### src/rtl/console_uart_tx.sv
// console_uart_tx: 8N1 UART transmitter fed from the Wrapper CONSOLE_OUT stream.
// A small circular byte FIFO absorbs console writes; the serial FSM drains it
// with no idle gap between frames while data is queued.
module console_uart_tx #(
  parameter int unsigned CLK_DIV    = 868,
  parameter int unsigned FIFO_DEPTH = 4
) (
  input  logic       CLK_undiv,
  input  logic       RESET,
  input  logic [7:0] CONSOLE_OUT,
  input  logic       CONSOLE_OUT_valid,
  output logic       CONSOLE_OUT_ready,
  output logic       TX,
  output logic       BUSY
);

  localparam int unsigned AW = $clog2(FIFO_DEPTH);
  localparam int unsigned BW = $clog2(CLK_DIV);
  localparam logic [AW:0]   DEPTH_C  = (AW+1)'(FIFO_DEPTH);
  localparam logic [BW-1:0] BAUD_MAX = BW'(CLK_DIV - 1);

  typedef enum logic [1:0] {
    ST_IDLE,
    ST_START,
    ST_DATA,
    ST_STOP
  } state_t;

  state_t        r_state;
  state_t        w_state_next;

  logic [7:0]    r_mem [FIFO_DEPTH];
  logic [AW-1:0] r_wptr;
  logic [AW-1:0] r_rptr;
  logic [AW:0]   r_count;

  logic [BW-1:0] r_baud;
  logic [2:0]    r_bit;
  logic [7:0]    r_shift;
  logic          r_tx;

  logic          w_ready;
  logic          w_push;
  logic          w_pop;
  logic          w_fifo_nz;
  logic          w_baud_wrap;
  logic [BW-1:0] w_baud_next;
  logic [2:0]    w_bit_next;
  logic [7:0]    w_shift_next;
  logic          w_tx_next;

  assign w_ready     = (r_count < DEPTH_C);
  assign w_push      = CONSOLE_OUT_valid && w_ready;
  assign w_fifo_nz   = (r_count != '0);
  assign w_baud_wrap = (r_baud == BAUD_MAX);

  assign CONSOLE_OUT_ready = w_ready;
  assign TX                = r_tx;
  assign BUSY              = (r_state != ST_IDLE) || w_fifo_nz;

  // FIFO storage write; contents need no reset since count gates every read
  always_ff @(posedge CLK_undiv) begin
    if (w_push) begin
      r_mem[r_wptr] <= CONSOLE_OUT;
    end
  end

  // FIFO pointers and occupancy count
  always_ff @(posedge CLK_undiv) begin
    if (RESET) begin
      r_wptr  <= '0;
      r_rptr  <= '0;
      r_count <= '0;
    end else begin
      if (w_push) begin
        r_wptr <= r_wptr + AW'(1);
      end
      if (w_pop) begin
        r_rptr <= r_rptr + AW'(1);
      end
      case ({w_push, w_pop})
        2'b10:   r_count <= r_count + (AW+1)'(1);
        2'b01:   r_count <= r_count - (AW+1)'(1);
        default: r_count <= r_count;
      endcase
    end
  end

  // FSM state register
  always_ff @(posedge CLK_undiv) begin
    if (RESET) begin
      r_state <= ST_IDLE;
    end else begin
      r_state <= w_state_next;
    end
  end

  // FSM next-state and pop decision
  always_comb begin
    w_state_next = r_state;
    w_pop        = 1'b0;
    case (r_state)
      ST_IDLE: begin
        if (w_fifo_nz) begin
          w_pop        = 1'b1;
          w_state_next = ST_START;
        end
      end
      ST_START: begin
        if (w_baud_wrap) begin
          w_state_next = ST_DATA;
        end
      end
      ST_DATA: begin
        if (w_baud_wrap && (r_bit == 3'd7)) begin
          w_state_next = ST_STOP;
        end
      end
      ST_STOP: begin
        if (w_baud_wrap) begin
          if (w_fifo_nz) begin
            w_pop        = 1'b1;
            w_state_next = ST_START;
          end else begin
            w_state_next = ST_IDLE;
          end
        end
      end
      default: w_state_next = ST_IDLE;
    endcase
  end

  // FSM outputs: next counter/shift values and the next registered line level
  always_comb begin
    w_baud_next  = r_baud + BW'(1);
    w_bit_next   = r_bit;
    w_shift_next = r_shift;
    if ((r_state == ST_IDLE) || w_pop || w_baud_wrap) begin
      w_baud_next = '0;
    end
    if (w_pop) begin
      w_bit_next   = '0;
      w_shift_next = r_mem[r_rptr];
    end else if ((r_state == ST_DATA) && w_baud_wrap) begin
      w_bit_next   = r_bit + 3'd1;
      w_shift_next = {1'b0, r_shift[7:1]};
    end
    // TX is computed from the next state so the line changes on the same
    // edge as the state, keeping the output a plain flop
    case (w_state_next)
      ST_START: w_tx_next = 1'b0;
      ST_DATA:  w_tx_next = w_shift_next[0];
      default:  w_tx_next = 1'b1;
    endcase
  end

  // Baud counter, bit counter, shift register and TX flop
  always_ff @(posedge CLK_undiv) begin
    if (RESET) begin
      r_baud  <= '0;
      r_bit   <= '0;
      r_shift <= '0;
      r_tx    <= 1'b1;
    end else begin
      r_baud  <= w_baud_next;
      r_bit   <= w_bit_next;
      r_shift <= w_shift_next;
      r_tx    <= w_tx_next;
    end
  end

endmodule

### config.mk
export PLATFORM = sky130hd
export DESIGN_NAME = console_uart_tx
export DESIGN_NICKNAME = d
export VERILOG_FILES = /design/src/rtl/console_uart_tx.sv
export SDC_FILE = /design/constraint.sdc
export NUM_CORES = 1
export LEC_CHECK = 0
export BUFFER_PORTS_ARGS = -buffer_cell sky130_fd_sc_hd__clkbuf_2
export CAP_MARGIN = 10
export CORE_UTILIZATION = 33
export CTS_CLUSTER_DIAMETER = 150
export CTS_CLUSTER_SIZE = 24
export DETAILED_ROUTE_END_ITERATION = 8
export PLACE_DENSITY = 0.52
export SLEW_MARGIN = 20
export SYNTH_ARGS = -nofsm -noshare
export SYNTH_HDL_FRONTEND = slang
export SYNTH_SLANG_ARGS = --single-unit
### constraint.sdc
create_clock -name CLK_undiv -period 3.45 [get_ports CLK_undiv]
set_input_delay 0 -clock CLK_undiv [delete_from_list [all_inputs] [get_ports CLK_undiv]]
set_output_delay 0 -clock CLK_undiv [all_outputs]
set_load 0.05 [all_outputs]
Word-level counts from Yosys, hierarchy flattened
Memory sizes are Yosys's and may differ from the RTL's. A register that Yosys moved wholly into a read port is not among the register bits. Index checks and enable logic that the tools add are counted.

Add/sub/neg operators: 6. $mul: 0. Divide/modulo/power cells: 0. $lt $le $gt $ge: 1. Equal/unequal tests: 9. Shift operators: 0. Mux-type cells: 17. Bitwise gates (word level): 0. Reductions and logical operators: 13.

Operators with widths (number): $mux W8 (2); $mux W2 (6); $add A10 B1 Y10 const B (1); $eq A10 B10 Y1 const B (1); $eq A2 B2 Y1 const B (4); $pmux W2 S4 (1); $add A3 B1 Y3 const B (2); $eq A2 B1 Y1 const B (3); $pmux W3 S2 (1); $reduce_bool A2 Y1 (3); $mux W1 (5); $add A2 B1 Y2 const B (2); $pmux W1 S2 (2); $reduce_or A2 Y1 (2); $eq A3 B3 Y1 const B (1); $logic_and A1 B1 Y1 (3); $logic_or A1 B1 Y1 (3); $lt A3 B3 Y1 const B (1); $reduce_bool A3 Y1 (1); $sub A3 B1 Y3 const B (1); $logic_not A2 Y1 (1).

Register bits: 31. Latch bits: 0. Memory bits (writable): 32. ROM bits: 0. Bits of input ports: 11. Logic and storage cells: 56. Memories: 1.

Memories: r_mem (depth 4, bits a word 8, read ports 1, clocked after Yosys merged registers in 1, wr ports 1, RTL line 32) `logic [7:0] r_mem [FIFO_DEPTH];`.

Logic depth before layout (Yosys ltp)
Gate-level depths: netlist of run 1.

Depth after elaboration: 7. Depth in mapped cells: 11. Depth with buffers taken out: 11.

Worst setup path after synthesis of run 1
Ideal clock, no wire load.

Path kind: flip-flop to flip-flop. Start point: reg r_baud[0]. End point: reg r_count[2]. Data arrival time: 2.345 ns. Slack: 1.035 ns. Cell stages (with the launch flop): 12. Path buffers: 0. Period minus slack after synthesis: 2.415 ns. Cells stage by stage: dfxtp_1 > ha_1 > and3b_2 > a41o_2 > nand2_4 > inv_2 > ha_1 > inv_1 > fa_1 > xor2_1 > or3_1 > a21oi_1.

Longest elaborated chain between the ends: 5. Elaborated cells between the ends (all ways): 7. Those cells by class: 3 x eq/ne; 3 x mux; 1 x reduce/logical.

RTL lines: start, declared (RTL line 37) `logic [BW-1:0] r_baud;`; start signal, assigned (RTL line 165) `r_baud <= w_baud_next;`; $eq A10 B10 Y1 * (RTL line 55) `assign w_baud_wrap = (r_baud == BAUD_MAX);`; $mux W1 * (RTL line 120) `if (w_baud_wrap) begin`; $pmux W1 S2 * (RTL line 102) `case (r_state)`; named net w_pop (RTL line 44) `logic w_pop;`; $eq A2 B1 Y1 / $eq A2 B2 Y1 (equally long branches) (RTL line 81) `case ({w_push, w_pop})`; $pmux W3 S2 / $reduce_bool A2 Y1 (equally long branches); end signal, assigned (RTL line 82) `2'b10: r_count <= r_count + (AW+1)'(1);`; end signal, assigned (RTL line 83) `2'b01: r_count <= r_count - (AW+1)'(1);`; end signal, assigned (RTL line 84) `default: r_count <= r_count;`; end, declared (RTL line 35) `logic [AW:0] r_count;`.

Mark *: on every way through the listed nets, which the timed path passes. The rest lies on a longest branch. A chain may end at the register's enable or synchronous reset.

Worst setup path in the final report of run 1
Ends and elaborated chain as after synthesis.

==> flow_summary_export.csv, run 1 <==
group,metric,value,unit
outcome,status,"complete, no violations",
min_path,min-delay-start,"CONSOLE_OUT_valid",
cells_and_area,utilization,0.396,
cells_and_area,drive_gt1_frac,0.218,
pwr,switching_power,0.866,mW
sta,max_freq,362,MHz
route,drtAntennaViolNets,0,
clocking,clock-sinks,65,
pwr,pwr-share-comb,0.301,
yosys,syn_inst,219,
sta,finClkSkew,0.00658,ns
cells_and_area,antennaDiodeCount,0,
min_path,hp-class,"in2reg",
setup_path,cpMaxStageDelayCell,"fa_1",
pwr,powerDensity,773,mW/mm^2
setup_path,startpoint,"r_baud[0]",
yosys,ys_top_cells_by_count,"dfxtp_1, edfxtp_1, nor2_1",
setup_path,crit_chain,"ha_1, and3b_2, a41o_2, nand2_4, inv_2, ha_1, inv_1, fa_1, xor2_1, or3_1, a21oi_1",
setup_path,end_kind,"register",
pwr,irDropWorstVdd,0.364,mV
cells_and_area,final_cells,353,
route,wl,4.69,mm
yosys,synth_warnings,0,
floorplanning,start_util,0.344,
cells_and_area,seqCellArea,0.00162,mm^2
clocking,postCtsHoldBufs,8,
yosys,synth-edff-count,32,
pwr,p_seq_frac,0.419,
setup_path,crit_required,3.71,ns
sta,relSlewSlack,0.624,
pwr,switching_share,0.341,
global_route,grt_pass1_wl,8.06,mm
clocking,postCtsSetupBuffers,0,
yosys,ys_ff_latch,65,
route,wl_per_cell,13.3,um
yosys,synth.distinct_cells,45,
clocking,clk_path_buf_depth,2,
cells_and_area,num-fill-cells,795,
sta,slew_violations,0,
yosys,syn-mean-instance-area,13.0,um^2
clocking,cts.repair.resized,0,
sta,hold_viol,0,
pwr,p_leak,1.17,nW
setup_path,critPathMaxFanout,15,
sta,rsz0062_at_grt,"no",
yosys,seq_area_frac_synth,0.567,
clocking,clockRootBuffer,"clkbuf_8",
floorplanning,rows,33,
placed_design,dpl-instance-area,0.00299,mm^2
sta,max_slew.worst_pin.slew,0.563,ns
global_route,grt_pass1_vias,1594,
sta,hold_slack,0.155,ns
route,drt_first_pass_iters,4,
route,drt_iter0_drc,72,
floorplanning,coreArea,0.00830,mm^2
route,routed_via_density,4.69,
floorplanning,die_x,95.1,um
sta,timing.final.crit_share,0.800,
yosys,async_flop_share,0,
sta,fin_setup_tns,0,ns
clocking,insertion_delay,0.34,ns
pwr,p_int,1.68,mW
global_route,grt_overflow,0,
cells_and_area,layout.nets,268,
yosys,synthTopCellsByArea,"edfxtp_1, dfxtp_1, mux4_2",
yosys,synth.most_common_cell,"dfxtp_1",
pwr,pwr-share-clk,0.280,
placed_design,io_buffers,13,
setup_path,r2r-start,"r_baud[0]",
global_route,grt_usage,0.122,
route,num_vias,1655,
route,drc_errors,0,
cells_and_area,final_area,0.00329,mm^2
floorplanning,dieArea,0.00904,mm^2
placed_design,place_congestion,0.739,
yosys,synthesis.nets,244,
global_route,antenna_found_initial,0,
yosys,synth.top_cell.area_share,0.336,
sta,finalSetupViolations,0,
clocking,clk_pin_slew_worst_paths,0.07,ns
setup_path,start_kind,"register",
yosys,syn_area,0.00286,mm^2
yosys,yosysTopAreaCell,"edfxtp_1",
clocking,cts_tree,"built",
clocking,cts_buffers,9,
sta,period_minus_slack,2.76,ns
cells_and_area,syn2layout_area_growth,15.1,%
yosys,ys.flop_type,"dfxtp_1",
setup_path,cp.arrival,3.02,ns
global_route,grt_max_degree,24,
floorplanning,ioPinCount,14,
placed_design,hpwl,3.10,mm
placed_design,placedCellCount,329,
setup_path,cpPeakStageDelay,0.37,ns
setup_path,cpMostUsedCell,"ha_1",
setup_path,critPathKind,"reg2reg",
flow_run,drv_cap,0,
cells_and_area,multi_input_area,0.00113,mm^2
clocking,h-tree-depth,3,
floorplanning,die_y,95.1,um
-- routing by layer --
layer | GRT usage | wire length, um
met1 | 0.157 | 2230
met3 | 0.0431 | 128
met2 | 0.184 | 2250
met4 | 0.0530 | 85
met5 | 0 | 0
-- power groups by stage --
stage	logic, mW	clock network [mW]	registers (mW)
2_1_floorplan	0.673	0	1.05
3_3_place_gp	0.767	0	1.08
3_5_place_dp	0.765	0	1.09
4_1_cts	0.777	0.742	1.07
5_1_grt	0.854	0.768	1.09
6_report	0.764	0.711	1.07
-- worst max-delay path: cells and delay by family (launching register included) --
kind | cells | cell delay, ns
buf+inv | 2 | 0.22
compound gates | 2 | 0.38
fa+ha+maj | 3 | 0.85
xor+xnor | 1 | 0.16
flops | 1 | 0.36
simple gates | 3 | 0.71
-- placed cells by master (no fill, tap or decap), types with 4 or more instances in the layout --
cell type	instances
nor3_1	4
xor2_1	9
nand3_1	7
a21oi_1	6
nor2_1	26
clkbuf_8	9
and2_1	4
ha_1	13
xnor2_1	5
clkbuf_2	13
mux2i_1	9
dfxtp_1	33
mux4_2	8
edfxtp_1	32
inv_1	11
a211oi_2	6
dlygate4sd3_1	8
-- registers in the layout, indices dropped and copies added, names as in the netlist, named ones only --
register / cells
TX: 1
r_baud: 10
r_bit: 3
r_count: 3
r_mem: 32
r_rptr: 2
r_shift: 8
r_state: 2
r_wptr: 2
-- final timing paths --
| path | endpoint | slack [ns] | depth (start not counted) |
|---|---|---|---|
| worst max-delay path | r_count[2] | 0.69 | 11 |
| worst min-delay path | r_wptr[0] | 0.16 | 4 |
| worst max register to register | r_count[2] | 0.69 | 11 |
| worst min register to register | r_baud[0] | 0.45 | 1 |
-- final cells by class --
class                      count  share of cell area
clock inverter                 7              0.0289
multi-input combinational    134               0.342
tap                          105              0.0400
clock buffer                   9              0.0377
inverter                      12              0.0137
sequential                    65               0.493
timing repair buffer          21              0.0441
-- kinds of logic (layout without fill, tap and decap cells) --
logic type,count (synthesis),after routing,synth area share
fa+ha+maj,14,14,0.0639
compound gates,23,23,0.0648
flops,65,65,0.567
mux,18,18,0.0985
xor+xnor,14,14,0.0429
simple gates,65,65,0.124
buf+inv,20,49,0.0385
-- stage by stage --
stage | total power, mW | worst slack (ns)
6_report | 2.54 | 0.691
5_1_grt | 2.71 | 0.540
4_1_cts | 2.59 | 0.704
3_5_place_dp | 1.85 | 0.727
3_3_place_gp | 1.85 | 0.797
2_1_floorplan | 1.73 | 1.03
Power figures use the tool's default switching activity.
==> run 2: changes to the inputs <==
--- a/config.mk
+++ b/config.mk
@@ -5,6 +5,7 @@
 export SDC_FILE = /design/constraint.sdc
 export NUM_CORES = 1
 export LEC_CHECK = 0
+export ABC_AREA = 1
 export BUFFER_PORTS_ARGS = -buffer_cell sky130_fd_sc_hd__clkbuf_2
 export CAP_MARGIN = 10
 export CORE_UTILIZATION = 33
==> constraint.sdc (replaced) <==
create_clock -name CLK_undiv -period 2.8 [get_ports CLK_undiv]
set_input_delay 0 -clock CLK_undiv [delete_from_list [all_inputs] [get_ports CLK_undiv]]
set_output_delay 0 -clock CLK_undiv [all_outputs]
set_load 0.05 [all_outputs]
==> run 2 against run 1 <==
Final cell count rose by 28%; flip-flop and latch count did not move; sequential share of layout area fell by 1.5 points; clock power rose by 17%; total power rose by 28%; critical path type unchanged; critical endpoint unchanged.
==> flow_summary_export.csv, run 2 <==
group,metric,value,unit
sta,finalSetupViolations,0,
cells_and_area,reg.largest.list,"r_mem: 32 flops, r_baud: 10 flops, r_shift: 8 flops",
route,drc_errors,0,
clocking,clk_pin_slew_worst_paths,0.08,ns
setup_path,critPathKind,"reg2reg",
route,wl,5.45,mm
pwr,p_leak,1.33,nW
sta,max_slew.worst_pin.slew,0.776,ns
yosys,syn_area,0.00291,mm^2
setup_path,crit_required,3.03,ns
floorplanning,ioPinCount,14,
sta,max_freq,432,MHz
route,num_vias,2077,
cells_and_area,num-fill-cells,841,
flow_run,drv_cap,0,
clocking,h-tree-depth,3,
yosys,async_flop_share,0,
route,drt_first_pass_iters,4,
global_route,antenna_found_initial,0,
setup_path,start_kind,"register",
clocking,clockRootBuffer,"clkbuf_8",
yosys,ys.flop_type,"dfxtp_1",
clocking,cts.repair.resized,0,
sta,slew_violations,0,
floorplanning,die_x,95.9,um
route,drtAntennaViolNets,0,
pwr,switching_share,0.383,
yosys,ys_ff_latch,65,
setup_path,crit_chain,"ha_1, nand2_1, nor2_4, nand3_2, nand2_2, nand2_2, clkinv_4, ha_1, inv_1, fa_1, a21oi_1, o21ai_0, o21ai_0, a21oi_1",
global_route,grt_pass1_wl,9.29,mm
route,routed_via_density,4.60,
floorplanning,rows,33,
floorplanning,die_y,95.9,um
cells_and_area,drive_gt1_frac,0.141,
pwr,switching_power,1.24,mW
yosys,synth.most_common_cell,"nand2_1",
cells_and_area,layout.nets,367,
yosys,synthesis.nets,338,
yosys,yosysTopAreaCell,"edfxtp_1",
route,wl_per_cell,12.1,um
cells_and_area,layout_commonest_cell,"nand2_1",
sta,period_minus_slack,2.31,ns
setup_path,critPathTopFamily,"adder cells",
yosys,ys_top_cells_by_count,"nand2_1, nor2_1, inv_1",
cells_and_area,syn2layout_area_growth,16.5,%
yosys,synth_warnings,0,
yosys,seq_area_frac_synth,0.557,
outcome,status,"complete, no violations",
sta,hold_viol,0,
pwr,pwr-share-comb,0.358,
min_path,hp-class,"in2reg",
cells_and_area,antennaDiodeCount,0,
setup_path,cpPeakStageDelay,0.38,ns
yosys,syn-mean-instance-area,9.30,um^2
pwr,p_int,2.01,mW
min_path,min-delay-start,"CONSOLE_OUT_valid",
yosys,synth.distinct_cells,30,
clocking,clk_path_buf_depth,2,
yosys,syn_inst,313,
setup_path,end_kind,"register",
yosys,synth.top_cell.area_share,0.330,
cells_and_area,regMostFlops,"r_mem",
clocking,insertion_delay,0.34,ns
global_route,grt_max_degree,20,
global_route,grt_overflow,0,
yosys,synth-edff-count,32,
pwr,power,3.25,mW
setup_path,startpoint,"r_baud[0]",
floorplanning,dieArea,0.00920,mm^2
pwr,irDropWorstVdd,0.391,mV
setup_path,r2r-start,"r_baud[0]",
setup_path,critPathMaxFanout,6,
clocking,cts_tree,"built",
placed_design,io_buffers,13,
route,drt_iter0_drc,64,
placed_design,hpwl,3.81,mm
sta,fin_setup_tns,0,ns
clocking,cts_buffers,9,
global_route,grt_pass1_vias,2032,
pwr,pwr-share-clk,0.256,
clocking,clock-sinks,65,
setup_path,cp.arrival,2.54,ns
placed_design,place_congestion,0.760,
cells_and_area,final_cell_mix,"nand2_1, nor2_1, inv_1, dfxtp_1, edfxtp_1",
sta,timing.final.crit_share,0.826,
yosys,synthTopCellsByArea,"edfxtp_1, dfxtp_1, nand2_1",
setup_path,cpMaxStageDelayCell,"fa_1",
cells_and_area,largest_reg_flops,32,
setup_path,cp_num_buf_inv,2,
sta,rsz0062_at_grt,"no",
floorplanning,coreArea,0.00838,mm^2
sta,relSlewSlack,0.481,
clocking,postCtsSetupBuffers,0,
floorplanning,start_util,0.347,
sta,finClkSkew,0.00709,ns
clocking,postCtsHoldBufs,9,
pwr,p_seq_frac,0.386,
global_route,grt_usage,0.138,
pwr,powerDensity,959,mW/mm^2
## run 2: cell types whose count changed after synthesis, sizes merged, moves of 8 or more
cell | before | now
a21oi | 6 | 17
inv | 12 | 35
mux2i | 9 | 0
mux4 | 8 | 0
nand2 | 4 | 54
nand3 | 7 | 21
nor2 | 29 | 45
o21ai | 3 | 32
## run 2: path summary, 6_finish.rpt
kind,end,slack [ns],depth (start not counted)
hold / removal,r_wptr[0],0.12,3
setup reg to reg,r_count[2],0.49,14
setup / recovery,r_count[2],0.49,14
hold reg to reg,r_baud[0],0.45,1
## run 2: cell families after synthesis
group,synth area share
buf+inv,0.0662
simple gates,0.190
xor+xnor,0.0180
compound gates,0.106
flops,0.557
fa+ha+maj,0.0627
## run 2: metal layers
metal,GRT usage,share of wire,vias up
met4,0.0498,0.015,0
met5,0,0,-
li1,-,-,1094
met1,0.158,0.47,949
met3,0.0474,0.035,8
met2,0.239,0.48,26
## run 2: layout make-up
| cell class | count | area, um^2 | area share |
|---|---|---|---|
| Inverter | 37 | 144 | 0.0424 |
| Multi-Input combinational cell | 203 | 1100 | 0.324 |
| Clock inverter | 6 | 73.8 | 0.0218 |
| Timing Repair Buffer | 26 | 185 | 0.0546 |
| Clock buffer | 10 | 138 | 0.0406 |
| Tap cell | 105 | 131 | 0.0387 |
| Sequential cell | 65 | 1620 | 0.478 |
## run 2: power groups by stage
stage               combinational, mW  clock (mW)  sequential (mW)
floorplan                       0.903           0             1.28
global placement                 1.16           0             1.27
detailed placement               1.18           0             1.28
CTS                              1.19       0.864             1.26
global route                     1.33       0.905             1.28
finish                           1.16       0.834             1.25
## run 2: worst reg2reg max path, stage by stage, from the launching register on
cell and delay [ns]:
dfxtp_1 0.35, ha_1 0.22, nand2_1 0.12, nor2_4 0.17
nand3_2 0.09, nand2_2 0.08, nand2_2 0.07, clkinv_4 0.07
ha_1 0.13, inv_1 0.06, fa_1 0.38, a21oi_1 0.14
o21ai_0 0.11, o21ai_0 0.16, a21oi_1 0.05
## run 2: stage by stage
step	cells	util	instance area [um^2]	hold slack, ns	setup slack, ns
after global routing	452	0.405	3390	0.164	0.213
after CTS	452	0.405	3390	0.107	0.483
after global placement	427	0.369	3090	0.223	0.550
after floorplan	313	-	2910	0.0989	0.536
after detailed placement	427	0.369	3090	0.219	0.491
final	452	0.405	3390	0.119	0.487
